`src/rtl/pattern_scan_ctrl.sv`:
```
// pattern_scan_ctrl
//   Sequencer for a serial Mealy pattern detector. It accepts a word over a
//   valid/ready handshake. It then flushes the detector with FLUSH_LEN zero bits
//   and shifts the word out LSB-first, one bit per clock. It counts the
//   detector's two hit flags in saturating counters and presents both counts
//   over a second valid/ready handshake.
//
// Ports
//   clock, reset_n        rising-edge clock, asynchronous active-low reset
//   in_valid/in_ready     word handshake (in_ready high only while idle)
//   in_word               word to scan, bit 0 sent first
//   det_i, det_en         serial bit and enable driven to the detector
//   det_o                 detector hit flags (registered, 1-cycle latency)
//   out_valid/out_ready   result handshake, result held until accepted
//   cnt_a, cnt_b          saturating counts of sampled det_o[1] / det_o[0]
//   busy                  controller not idle
//   first_hit_vld/_pos    (only with SCAN_FIRST_HIT_EN) index of earliest sample
//                         with any flag set
//
// Build option: define SCAN_FIRST_HIT_EN to add the first-hit outputs.
module pattern_scan_ctrl #(
    parameter int unsigned WORD_W    = 8,
    parameter int unsigned CNT_W     = 4,
    parameter int unsigned FLUSH_LEN = 2
) (
    input  logic                      clock,
    input  logic                      reset_n,
    input  logic                      in_valid,
    output logic                      in_ready,
    input  logic [WORD_W-1:0]         in_word,
    output logic                      det_i,
    output logic                      det_en,
    input  logic [1:0]                det_o,
    output logic                      out_valid,
    input  logic                      out_ready,
    output logic [CNT_W-1:0]          cnt_a,
    output logic [CNT_W-1:0]          cnt_b,
`ifdef SCAN_FIRST_HIT_EN
    output logic                      first_hit_vld,
    output logic [$clog2(WORD_W)-1:0] first_hit_pos,
`endif
    output logic                      busy
);

    localparam int unsigned IdxMax = (WORD_W > FLUSH_LEN) ? WORD_W : FLUSH_LEN;
    localparam int unsigned IdxW   = $clog2(IdxMax);
    localparam logic [CNT_W-1:0] CntMax = '1;

    typedef enum logic [2:0] {StIdle, StFlush, StShift, StDrain, StDone} state_e;

    state_e              state_q, state_d;
    logic [IdxW-1:0]     idx_q, idx_d;
    logic [WORD_W-1:0]   shift_q, shift_d;
    logic [CNT_W-1:0]    cnt_a_q, cnt_a_d;
    logic [CNT_W-1:0]    cnt_b_q, cnt_b_d;
    // det_o reflects the bit driven one cycle earlier, so sampling lags SHIFT by one.
    logic                samp_q, samp_d;

`ifdef SCAN_FIRST_HIT_EN
    localparam int unsigned PosW = $clog2(WORD_W);
    logic [PosW-1:0]     samp_idx_q, samp_idx_d;
    logic                fh_vld_q, fh_vld_d;
    logic [PosW-1:0]     fh_pos_q, fh_pos_d;
`endif

    always_ff @(posedge clock or negedge reset_n) begin
        if (!reset_n) begin
            state_q    <= StIdle;
            idx_q      <= '0;
            shift_q    <= '0;
            cnt_a_q    <= '0;
            cnt_b_q    <= '0;
            samp_q     <= 1'b0;
`ifdef SCAN_FIRST_HIT_EN
            samp_idx_q <= '0;
            fh_vld_q   <= 1'b0;
            fh_pos_q   <= '0;
`endif
        end else begin
            state_q    <= state_d;
            idx_q      <= idx_d;
            shift_q    <= shift_d;
            cnt_a_q    <= cnt_a_d;
            cnt_b_q    <= cnt_b_d;
            samp_q     <= samp_d;
`ifdef SCAN_FIRST_HIT_EN
            samp_idx_q <= samp_idx_d;
            fh_vld_q   <= fh_vld_d;
            fh_pos_q   <= fh_pos_d;
`endif
        end
    end

    always_comb begin
        state_d = state_q;
        idx_d   = idx_q;
        shift_d = shift_q;
        cnt_a_d = cnt_a_q;
        cnt_b_d = cnt_b_q;
        samp_d  = (state_q == StShift);
`ifdef SCAN_FIRST_HIT_EN
        samp_idx_d = samp_idx_q;
        fh_vld_d   = fh_vld_q;
        fh_pos_d   = fh_pos_q;
`endif

        // Qualified samples only occur in SHIFT/DRAIN, never alongside an accept.
        if (samp_q) begin
            if (det_o[1] && (cnt_a_q != CntMax)) cnt_a_d = cnt_a_q + CNT_W'(1);
            if (det_o[0] && (cnt_b_q != CntMax)) cnt_b_d = cnt_b_q + CNT_W'(1);
`ifdef SCAN_FIRST_HIT_EN
            if (!fh_vld_q && (det_o != 2'b00)) begin
                fh_vld_d = 1'b1;
                fh_pos_d = samp_idx_q;
            end
            samp_idx_d = samp_idx_q + PosW'(1);
`endif
        end

        unique case (state_q)
            StIdle: begin
                if (in_valid) begin
                    shift_d = in_word;
                    idx_d   = '0;
                    cnt_a_d = '0;
                    cnt_b_d = '0;
`ifdef SCAN_FIRST_HIT_EN
                    samp_idx_d = '0;
                    fh_vld_d   = 1'b0;
                    fh_pos_d   = '0;
`endif
                    state_d = (FLUSH_LEN == 0) ? StShift : StFlush;
                end
            end
            StFlush: begin
                if (idx_q == IdxW'(FLUSH_LEN - 1)) begin
                    idx_d   = '0;
                    state_d = StShift;
                end else begin
                    idx_d = idx_q + IdxW'(1);
                end
            end
            StShift: begin
                shift_d = shift_q >> 1;
                if (idx_q == IdxW'(WORD_W - 1)) begin
                    state_d = StDrain;
                end else begin
                    idx_d = idx_q + IdxW'(1);
                end
            end
            StDrain: state_d = StDone;
            StDone: begin
                if (out_ready) state_d = StIdle;
            end
            default: state_d = StIdle;
        endcase
    end

    assign in_ready  = (state_q == StIdle);
    assign busy      = (state_q != StIdle);
    assign det_en    = (state_q == StFlush) || (state_q == StShift);
    assign det_i     = (state_q == StShift) && shift_q[0];
    assign out_valid = (state_q == StDone);
    assign cnt_a     = cnt_a_q;
    assign cnt_b     = cnt_b_q;
`ifdef SCAN_FIRST_HIT_EN
    assign first_hit_vld = fh_vld_q;
    assign first_hit_pos = fh_pos_q;
`endif

endmodule

```
`config.mk`:
```
export PLATFORM = sky130hd
export DESIGN_NAME = pattern_scan_ctrl
export DESIGN_NICKNAME = d
export VERILOG_FILES = /design/src/rtl/pattern_scan_ctrl.sv
export SDC_FILE = /design/constraint.sdc
export NUM_CORES = 1
export LEC_CHECK = 0
export ABC_AREA = 1
export CORE_MARGIN = 2
export CORE_UTILIZATION = 45
export DETAILED_ROUTE_END_ITERATION = 10
export GPL_TIMING_DRIVEN = 1
export PLACE_DENSITY_LB_ADDON = 0.08
export SLEW_MARGIN = 20
export SYNTH_ARGS = -nofsm -noshare
export SYNTH_HDL_FRONTEND = slang
export SYNTH_SLANG_ARGS = --single-unit
```
`constraint.sdc`:
```
create_clock -name clock -period 1.3 [get_ports clock]
set_input_delay 0.13 -clock clock [delete_from_list [all_inputs] [get_ports clock]]
set_output_delay 0.13 -clock clock [all_outputs]
set_load 0.005 [all_outputs]
```
Word-level counts from Yosys, hierarchy flattened
Index checks and enable logic that the tools add are counted.
{"block": "totals", "register_bits": 23}
{"block": "classes", "add_sub_neg": 3, "eq_ne": 13, "muxes": 19, "n_reduce_logical": 11}
{"cell": "2-to-1 mux 4 bit", "count": 8}
{"cell": "2-to-1 mux 3 bit", "count": 7}
{"cell": "one-hot mux 8 bit (2 select lines)", "count": 1}
{"cell": "one-hot mux 3 bit (5 select lines)", "count": 1}
{"cell": "one-hot mux 3 bit (3 select lines)", "count": 1}
{"cell": "adder 4 x 1 -> 4 bit, second input constant", "count": 2}
{"cell": "2-to-1 mux 8 bit", "count": 1}
{"cell": "inequality test 4 bit, second input constant", "count": 2}
{"cell": "equality test 3 x 1 -> 1 bit, second input constant", "count": 2}
{"cell": "equality test 3 x 2 -> 1 bit, second input constant", "count": 2}
{"cell": "equality test 3 bit, second input constant", "count": 2}
{"cell": "inequality test 2 bit, second input constant", "count": 3}
{"cell": "nonzero test 3 bit", "count": 2}
{"cell": "inequality test 2 x 1 -> 1 bit, second input constant", "count": 2}
{"cell": "AND reduction 4 bit", "count": 1}
{"cell": "adder 3 x 1 -> 3 bit, second input constant", "count": 1}
{"cell": "logical AND 1 bit", "count": 3}
{"cell": "zero test 3 bit", "count": 1}
{"cell": "AND reduction 3 bit", "count": 1}
{"cell": "AND reduction 2 bit", "count": 1}
{"cell": "nonzero test 2 bit", "count": 1}
{"cell": "logical OR 1 bit", "count": 1}

Logic depth before layout (Yosys ltp)
Gate-level depths: netlist of the first run.
{"block": "depth", "word_depth": 6, "depth_mapped": 9, "ltp_nobuf": 9}

Worst setup path before layout of the first run
No wires, ideal clock.
{"block": "synth_timing", "path_kind": "register to register", "startpoint": "register idx_q[0]", "endpoint": "register idx_q[0]", "setup_time_ps": 65, "t_arrival_ps": 1181, "required_time_ps": 1235, "slack_ps": 54, "path_stages_with_launch": 10, "n_path_buf": 0, "synth_period_minus_slack_ps": 1246, "cell_sequence": "dfrtp_1 ha_1 ha_1 nand2_1 nand2_1 nand2_1 nand2_2 inv_1 nand2_1 nand2_1"}
{"block": "synth_via", "elab_chain_len": 3}
{"item": "from (decl)", "line_no": "52", "text": "logic [IdxW-1:0] idx_q, idx_d;"}
{"item": "from (signal assigned)", "line_no": "81", "text": "idx_q <= idx_d;"}
{"item": "adder 3 x 1 -> 3 bit, or another cell as far along", "line_no": "140, 148"}
{"item": "2-to-1 mux 3 bit, or another cell as far along", "line_no": "145", "text": "if (idx_q == IdxW'(WORD_W - 1)) begin"}
{"item": "one-hot mux 3 bit (3 select lines) or AND reduction 3 bit (tied branches)"}
Several ways; a longest one is shown, not always the timed one. The select of a mux whose other input is x is not followed.
A chain may end at the register's enable or synchronous reset.

Worst setup path after layout of the first run
{"block": "layout_timing", "startpoint": "register state_q[2]", "endpoint": "output port det_i"}
{"block": "layout_via", "elab_chain_len": 2}
{"item": "from (decl)", "line_no": "51", "text": "state_e state_q, state_d;"}
{"item": "from (signal assigned)", "line_no": "68", "text": "state_q <= StIdle;"}
{"item": "from (signal assigned)", "line_no": "80", "text": "state_q <= state_d;"}
{"item": "equality test 3 x 2 -> 1 bit", "line_no": "162", "text": "assign det_i = (state_q == StShift) && shift_q[0];"}
{"item": "logical AND 1 bit", "line_no": "162"}
{"item": "to (decl)", "line_no": "31", "text": "output logic det_i,"}
No other way between the ends.

==> summary.txt, run 1 <==
Synth
  – Synth area leader: dfrtp_1
  – Prevailing post-synth register cell: dfrtp_1
  – Most instantiated cells after synthesis: nand2_1, inv_1, dfrtp_1, nor2_1, o21ai_0
  – Seq/Total Area, Yosys: between 40 and 50%
  – Cell with the most instances after synthesis: nand2_1
  – Warnings, synthesis: 0
  – Async set-or-reset flop fraction in the synthesized netlist: 100%
  – Synth top area cells: dfrtp_1, nand2_1, inv_1
  – Number of flops mapped to enable cells by yosys: 0
  – Synth top area share: between 40% and 50%
  – Cell Area, Synth: about 0.0013 mm2
  – Cells after Synth: around 180
  – Avg Cell Area, Syn: 7.35 um2
  – Post-synthesis cell type count: 19
  – Synthesized flop and latch total: 23
  – Syn Nets: between 150 and 200

Detailed routing
  – # DRC: 0
  – Initial DRC count: between 40 and 50
  – Initial DRT Pass Iterations: 4
  – Overall routed net length: 3.05 mm
  – Wire per inst: about 11 um
  – Vias per inst: 4.89
  – Vias: about 1,300
  – Antenna-violating nets left: 0

Timing
  – RSZ-0062 raised after global routing: true
  – Setup ws final: -0.102 ns
  – Slew HR: 79.7%
  – Period Utilization, post-route: 108%
  – Finish-stage setup viols: 5
  – Fmax: around 700 MHz
  – Setup TNS: -0.348 ns
  – Final Hold Fails: 0
  – Worst-Margin Slew: ~0.3 ns
  – Max Slew Vio Count: 0
  – Final min period: around 1.4 ns
  – Clk_skew: between 0.003 and 0.004 ns

Run status
  – Status: finished with violations
  – Failing checks: negative setup slack

Global routing
  – Pin count of the biggest net entering global routing: 24
  – Initial antenna violation count: 0
  – Overflow after GRT: 0
  – First-pass GRT wire length: just over 5 mm
  – GRT Overall Usage: between 15 and 20%
  – Number of global-route vias before repair: roughly 1,300

Critical path
  – Worst path bufs/invs: 2
  – CP max stage delay: between 0.4 and 0.5 ns
  – CP cell instances: nor2_4 > buf_6 > nand2_4 > nor2_2 > buf_2
  – CP required: approximately 1.2 ns
  – Worst setup EP type: primary output
  – Max stage delay cell, worst path: dfrtp_2
  – Critical path class: flip-flop to primary output
  – Worst EP arrival: roughly 1.3 ns
  – Largest delay contributor family on the critical path: flip-flops
  – Crit start category: flip-flop
  – CP Max Fanout: 3

Clock tree
  – H-tree depth: 1
  – Clock-pin slew on the worst setup and hold paths: around 0.13 ns
  – CTS tree: built
  – # hold bufs at CTS: 0
  – TritonCTS buffer count: 3
  – Max clock buf depth: 2
  – Clock net sink count: 23
  – Clock latency on the worst-skew pair: 0.32 ns
  – Root buf cell: clkbuf_4

Layout
  – Share of cells above drive strength 1: roughly a third
  – FILL cells: 220
  – Diodes inserted: 0
  – Syn-to-layout area delta: 50.5%
  – Fin area: 0.00197 mm2
  – Multi-input logic area: approximately 730 um2
  – Fin util: a little under three quarters
  – Nets: approximately 260
  – Sequential cell area: ~580 um2

Placed design
  – DP Area: 0.00170 mm2
  – Buffers on Ports: 26
  – Pre-CTS setup slack: -0.117 ns
  – GPL Wtd Cong: between 0.7 and 0.8
  – Post-DP HPWL: between 2 and 2.5 mm

Min path
  – Hold Crit Class: input port to asynchronous set/reset pin

Floorplan
  – Core Region: about 0.0028 mm2
  – Total I/O pin count: 27
  – Initial Utilization: between 40% and 50%
  – # rows: 19
  – Die height: between 50 and 60 um
  – Die X: slightly below 60 um
  – Die area: approximately 0.0034 mm2

Pwr
  – P_leak: about 1.1 nW
  – Peak supply drop: approximately 0.0015 V
  – Tot Pwr: 4.25 mW
  – PD cells: ~2200 mW/mm2

Job
  – Max-cap violations: 0
-- power by group --
part	leakage, nW	internal [mW]	switching, mW
registers	0.295	1.01	0.189
clock network	0.0177	0.115	0.238
logic	0.747	1.30	1.40
total	1.06	2.42	1.83
-- metal layers --
layer	vias up	GRT usage (%)	wire length, um
li1	675	-	-
met1	611	23.9	1320
met2	26	35.2	1580
met3	4	3.35	117
met4	0	8.64	34
met5	-	0	0
-- logic make-up (layout without fill, tap and decap cells) --
| group | Yosys count | count (layout) | synth area share (%) |
|---|---|---|---|
| AOI/OAI and AO/OA | 25 | 26 | 10.9 |
| adders and majority gates | 5 | 5 | 4.78 |
| buffers and inverters | 29 | 88 | 8.99 |
| DFF | 23 | 23 | 44.0 |
| and+or+nand+nor | 96 | 96 | 31.4 |
-- area by class of cell --
cell class,count,area share [%]
Clock inverter,1,0.254
Sequential cell,23,29.4
Timing Repair Buffer,57,24.5
Clock buffer,3,1.14
Multi-Input combinational cell,127,37.3
Inverter,27,5.53
Tap cell,31,1.97
-- registers in the layout (all words and copies together) (netlist names) --
register  count
state_q       3
shift_q       8
cnt_b         4
samp_q        1
idx_q         3
cnt_a         4
-- timing repair --
action	4_1_cts	5_1_grt
setup endpoints to repair	24	24
cloned	1	0
pin swaps	5	12
resized for setup	39	33
buffers inserted	14	5
-- metrics by stage --
step / instances / hold WS (ns)
floorplan: 178 / -0.166
CTS: 265 / 0.155
detailed placement: 248 / 0.469
finish: 269 / 0.139
global route: 269 / 0.175
global placement: 248 / 0.461
-- path summary, 6_finish.rpt --
check	end	cells past startpoint	slack, ns	start
worst max register to register	idx_q[0]$_DFFE_PN0P_	9	0.02	state_q[2]$_DFFE_PN0P_
max in group asynchronous	state_q[1]$_DFFE_PN0P_	2	0.91	reset_n
worst min register to register	shift_q[5]$_DFFE_PN0P_	2	0.51	shift_q[5]$_DFFE_PN0P_
worst min-delay path	cnt_a[0]$_DFF_PN0_	2	0.14	reset_n
min in group clock	shift_q[7]$_DFFE_PN0P_	2	0.41	in_word[7]
worst max-delay path	det_i	5	-0.10	state_q[2]$_DFFE_PN0P_
-- worst reg2reg max path: stages (launching register included) --
cell and delay, ns:
dfrtp_2 0.47, nor2_4 0.12, buf_6 0.12, nand2_4 0.06
buf_6 0.15, inv_6 0.08, nand2_1 0.07, o21ai_2 0.05
nand2_1 0.06, nand2_1 0.06
-- placed cells by master, fill, tap and decap left out, drive strengths merged --
| master | n |
|---|---|
| buf | 35 |
| clkbuf | 4 |
| nor2 | 19 |
| ha | 5 |
| dfrtp | 23 |
| o21ai | 21 |
| clkinv | 1 |
| clkdlybuf4s50 | 13 |
| o21bai | 1 |
| dlygate4sd2 | 8 |
| inv | 27 |
| a22o | 1 |
| a21oi | 3 |
| nand2 | 67 |
| nand3 | 10 |
Note: power is estimated with default switching activity, not from simulation.
==> run 2: changes to the inputs <==
Settings changed: CORE_ASPECT_RATIO set to 1.5.
==> run 2 against run 1 <==
  * The run still ends with negative setup slack left
  * Largest power group unchanged
  * Sequential share of layout area increased by 0.24 points
  * Clock-buffer cell count rose by 1
  * Die area rose by 0.26%
  * Critical path depth up 4
  * Register-to-register slack worse by 0.07 ns
  * Sequential cell count did not move
  * Largest cell class unchanged
  * Worst hold slack better by 0.081 ns
  * Clock skew down 0.00078 ns
  * Setup slack gained 0.048 ns
  * Cell count increased by 1.1%
  * First-iteration DRC count decreased by 60%
==> summary.txt, run 2 (synthesis results as in run 1) <==
Placed design
  – Post-DP HPWL: around 2.3 mm
  – Buffers on Ports: 26
  – Inst Count DP: between 200 and 300
  – DP Area: between 0.0015 and 0.002 mm2
  – GPL Wtd Cong: approximately 0.79
  – Pre-CTS setup slack: -0.131 ns

Critical path
  – Worst Setup SP: state_q[0]$_DFFE_PN0P_
  – CP endpoint: idx_q[1]$_DFFE_PN0P_
  – Critical path class: flip-flop to flip-flop
  – Worst EP arrival: about 1.6 ns
  – Max stage delay cell, worst path: dfrtp_1
  – CP required: about 1.5 ns
  – CP cell instances: nor2_4 > buf_6 > buf_4 > nand2_1 > nand2_1 > nand2_2 > inv_2 > nand2_1 > nand2_1
  – FF-to-FF Start: state_q[0]$_DFFE_PN0P_
  – Worst R2R Setup Slack: -0.05 ns
  – Worst setup EP type: flip-flop
  – Most numerous cell on the critical path: nand2_1
  – Critical R2R Capture: idx_q[1]$_DFFE_PN0P_
  – Crit start category: flip-flop
  – CP Max Fanout: 4
  – Worst r2r path cells: 9
  – CP max stage delay: approximately 0.42 ns

Timing
  – Finish-stage setup viols: 5
  – Hold WS: 0.220 ns
  – Slew HR: approximately 80%
  – Max Slew Vio Count: 0
  – RSZ-0062 raised after global routing: true
  – Period Utilization, post-route: 104%
  – Clk_skew: 0.00271 ns
  – Worst-Margin Slew: about 0.3 ns
  – Final Hold Fails: 0
  – Final min period: around 1.4 ns
  – Setup ws final: -0.0540 ns
  – Fmax: 739 MHz

Floorplan
  – Die height: about 70 um
  – Core Region: about 0.0029 mm2
  – # rows: 24
  – Die X: roughly 48 um
  – Total I/O pin count: 27
  – Initial Utilization: about 46%
  – Die area: about 0.0034 mm2

Global routing
  – M3 GR Usage: 3.62%
  – Pin count of the biggest net entering global routing: 24
  – GRT met1 Usage: 22.7%
  – Gr busiest metal: met2
  – GRT Overall Usage: between 20% and 30%
  – GR Util met2: between 30% and 40%
  – First-pass GRT wire length: just over 5 mm
  – Initial antenna violation count: 0
  – Number of global-route vias before repair: around 1,200
  – Overflow after GRT: 0

Clock tree
  – Clock-pin slew on the worst setup and hold paths: 0.08 ns
  – Clock net sink count: 23
  – Max clock buf depth: 2
  – # hold bufs at CTS: 0
  – CTS tree: built
  – TritonCTS buffer count: 3
  – H-tree depth: 1
  – Root buf cell: clkbuf_8
  – Clock latency on the worst-skew pair: roughly 0.26 ns

Layout
  – Max reg flops: 8
  – Nets: 253
  – Most flop-heavy register: shift_q
  – FILL cells: about 230
  – Commonest non-fill, non-tap cell in the layout: nand2_1
  – Share of cells above drive strength 1: between 20 and 30%
  – Most frequent cells in the layout: nand2_1, inv_1, dfrtp_1, buf_4, clkdlybuf4s50_1
  – Diodes inserted: 0
  – Syn-to-layout area delta: 48.9%
  – Fin area: around 0.002 mm2
  – Post-Layout Cell Count: around 270

Pwr
  – PD cells: between 2000 and 2500 mW/mm2
  – P_leak: between 1 and 1.5 nW
  – Tot Pwr: between 4 and 5 mW
  – Peak supply drop: roughly 0.0016 V

Detailed routing
  – # DRC: 0
  – Initial DRT Pass Iterations: 4
  – Vias: around 1,300
  – Overall routed net length: 3.25 mm
  – Antenna-violating nets left: 0
  – Vias per inst: ~4.8
  – Initial DRC count: 17
  – Wire per inst: ~12 um

Run status
  – Failing checks: negative setup slack
  – Status: finished with violations

Min path
  – Hold Crit Class: input port to asynchronous set/reset pin

Job
  – Max-cap violations: 0
==> run 2: cell types whose count changed in the layout (fill, tap and decap cells not counted), sizes merged <==
cell           change
clkinv             -1
clkbuf             +1
dlygate4sd2        -7
clkdlybuf4s50      +2
dlymetal6s2s       +5
buf                -5
==> run 2: report_power, final <==
group          switching (mW)  internal, mW  leakage, nW
clock                   0.222         0.219       0.0228
sequential              0.185          1.01        0.297
combinational            1.43          1.24        0.772
==> run 2: what timing repair did <==
action,CTS,global route
gates cloned,0,1
endpoints found under the hold margin,0,0
pin swaps,5,14
setup buffers,8,4
endpoints found under the setup margin,19,26
resized for setup,31,36
==> run 2: worst min path at each step <==
stage	endpoint	cells after the start
2_1_floorplan	cnt_a[0]$_DFF_PN0_	0
3_3_place_gp	shift_q[1]$_DFFE_PN0P_	2
3_5_place_dp	shift_q[2]$_DFFE_PN0P_	2
4_1_cts	shift_q[3]$_DFFE_PN0P_	2
5_1_grt	cnt_a[0]$_DFF_PN0_	2
6_report	cnt_a[0]$_DFF_PN0_	2
==> run 2: final cells by class <==
type,count,area (um2),area share [%]
tap,39,48.8,2.50
multi-input combinational,127,698,35.8
timing repair buffer,52,469,24.1
sequential,23,577,29.6
inverter,27,111,5.71
clock buffer,4,45.0,2.31
==> run 2: layer usage <==
metal | up-vias | wire, um | part of all wire [%]
met1 | 616 | 1330 | 41
met3 | 5 | 114 | 3.5
met5 | - | 0 | 0
li1 | 667 | - | -
met4 | 0 | 55 | 1.7
met2 | 25 | 1750 | 54
==> run 2: per-stage QoR <==
| stage | utilization, % | setup TNS (ns) |
|---|---|---|
| 3_5_place_dp | 59.8 | -0.483 |
| 6_report | 68.3 | -0.180 |
| 4_1_cts | 64.3 | -0.0737 |
| 5_1_grt | 68.3 | -0.923 |
| 2_1_floorplan | - | 0 |
| 3_3_place_gp | 59.8 | -0.328 |
==> run 2: worst max-delay path, delay by kind of cell (launching register included) <==
family / cells / cell delay (ns)
AND/OR/NAND/NOR: 6 / 0.52
flip-flops: 1 / 0.42
buffers and inverters: 3 / 0.35
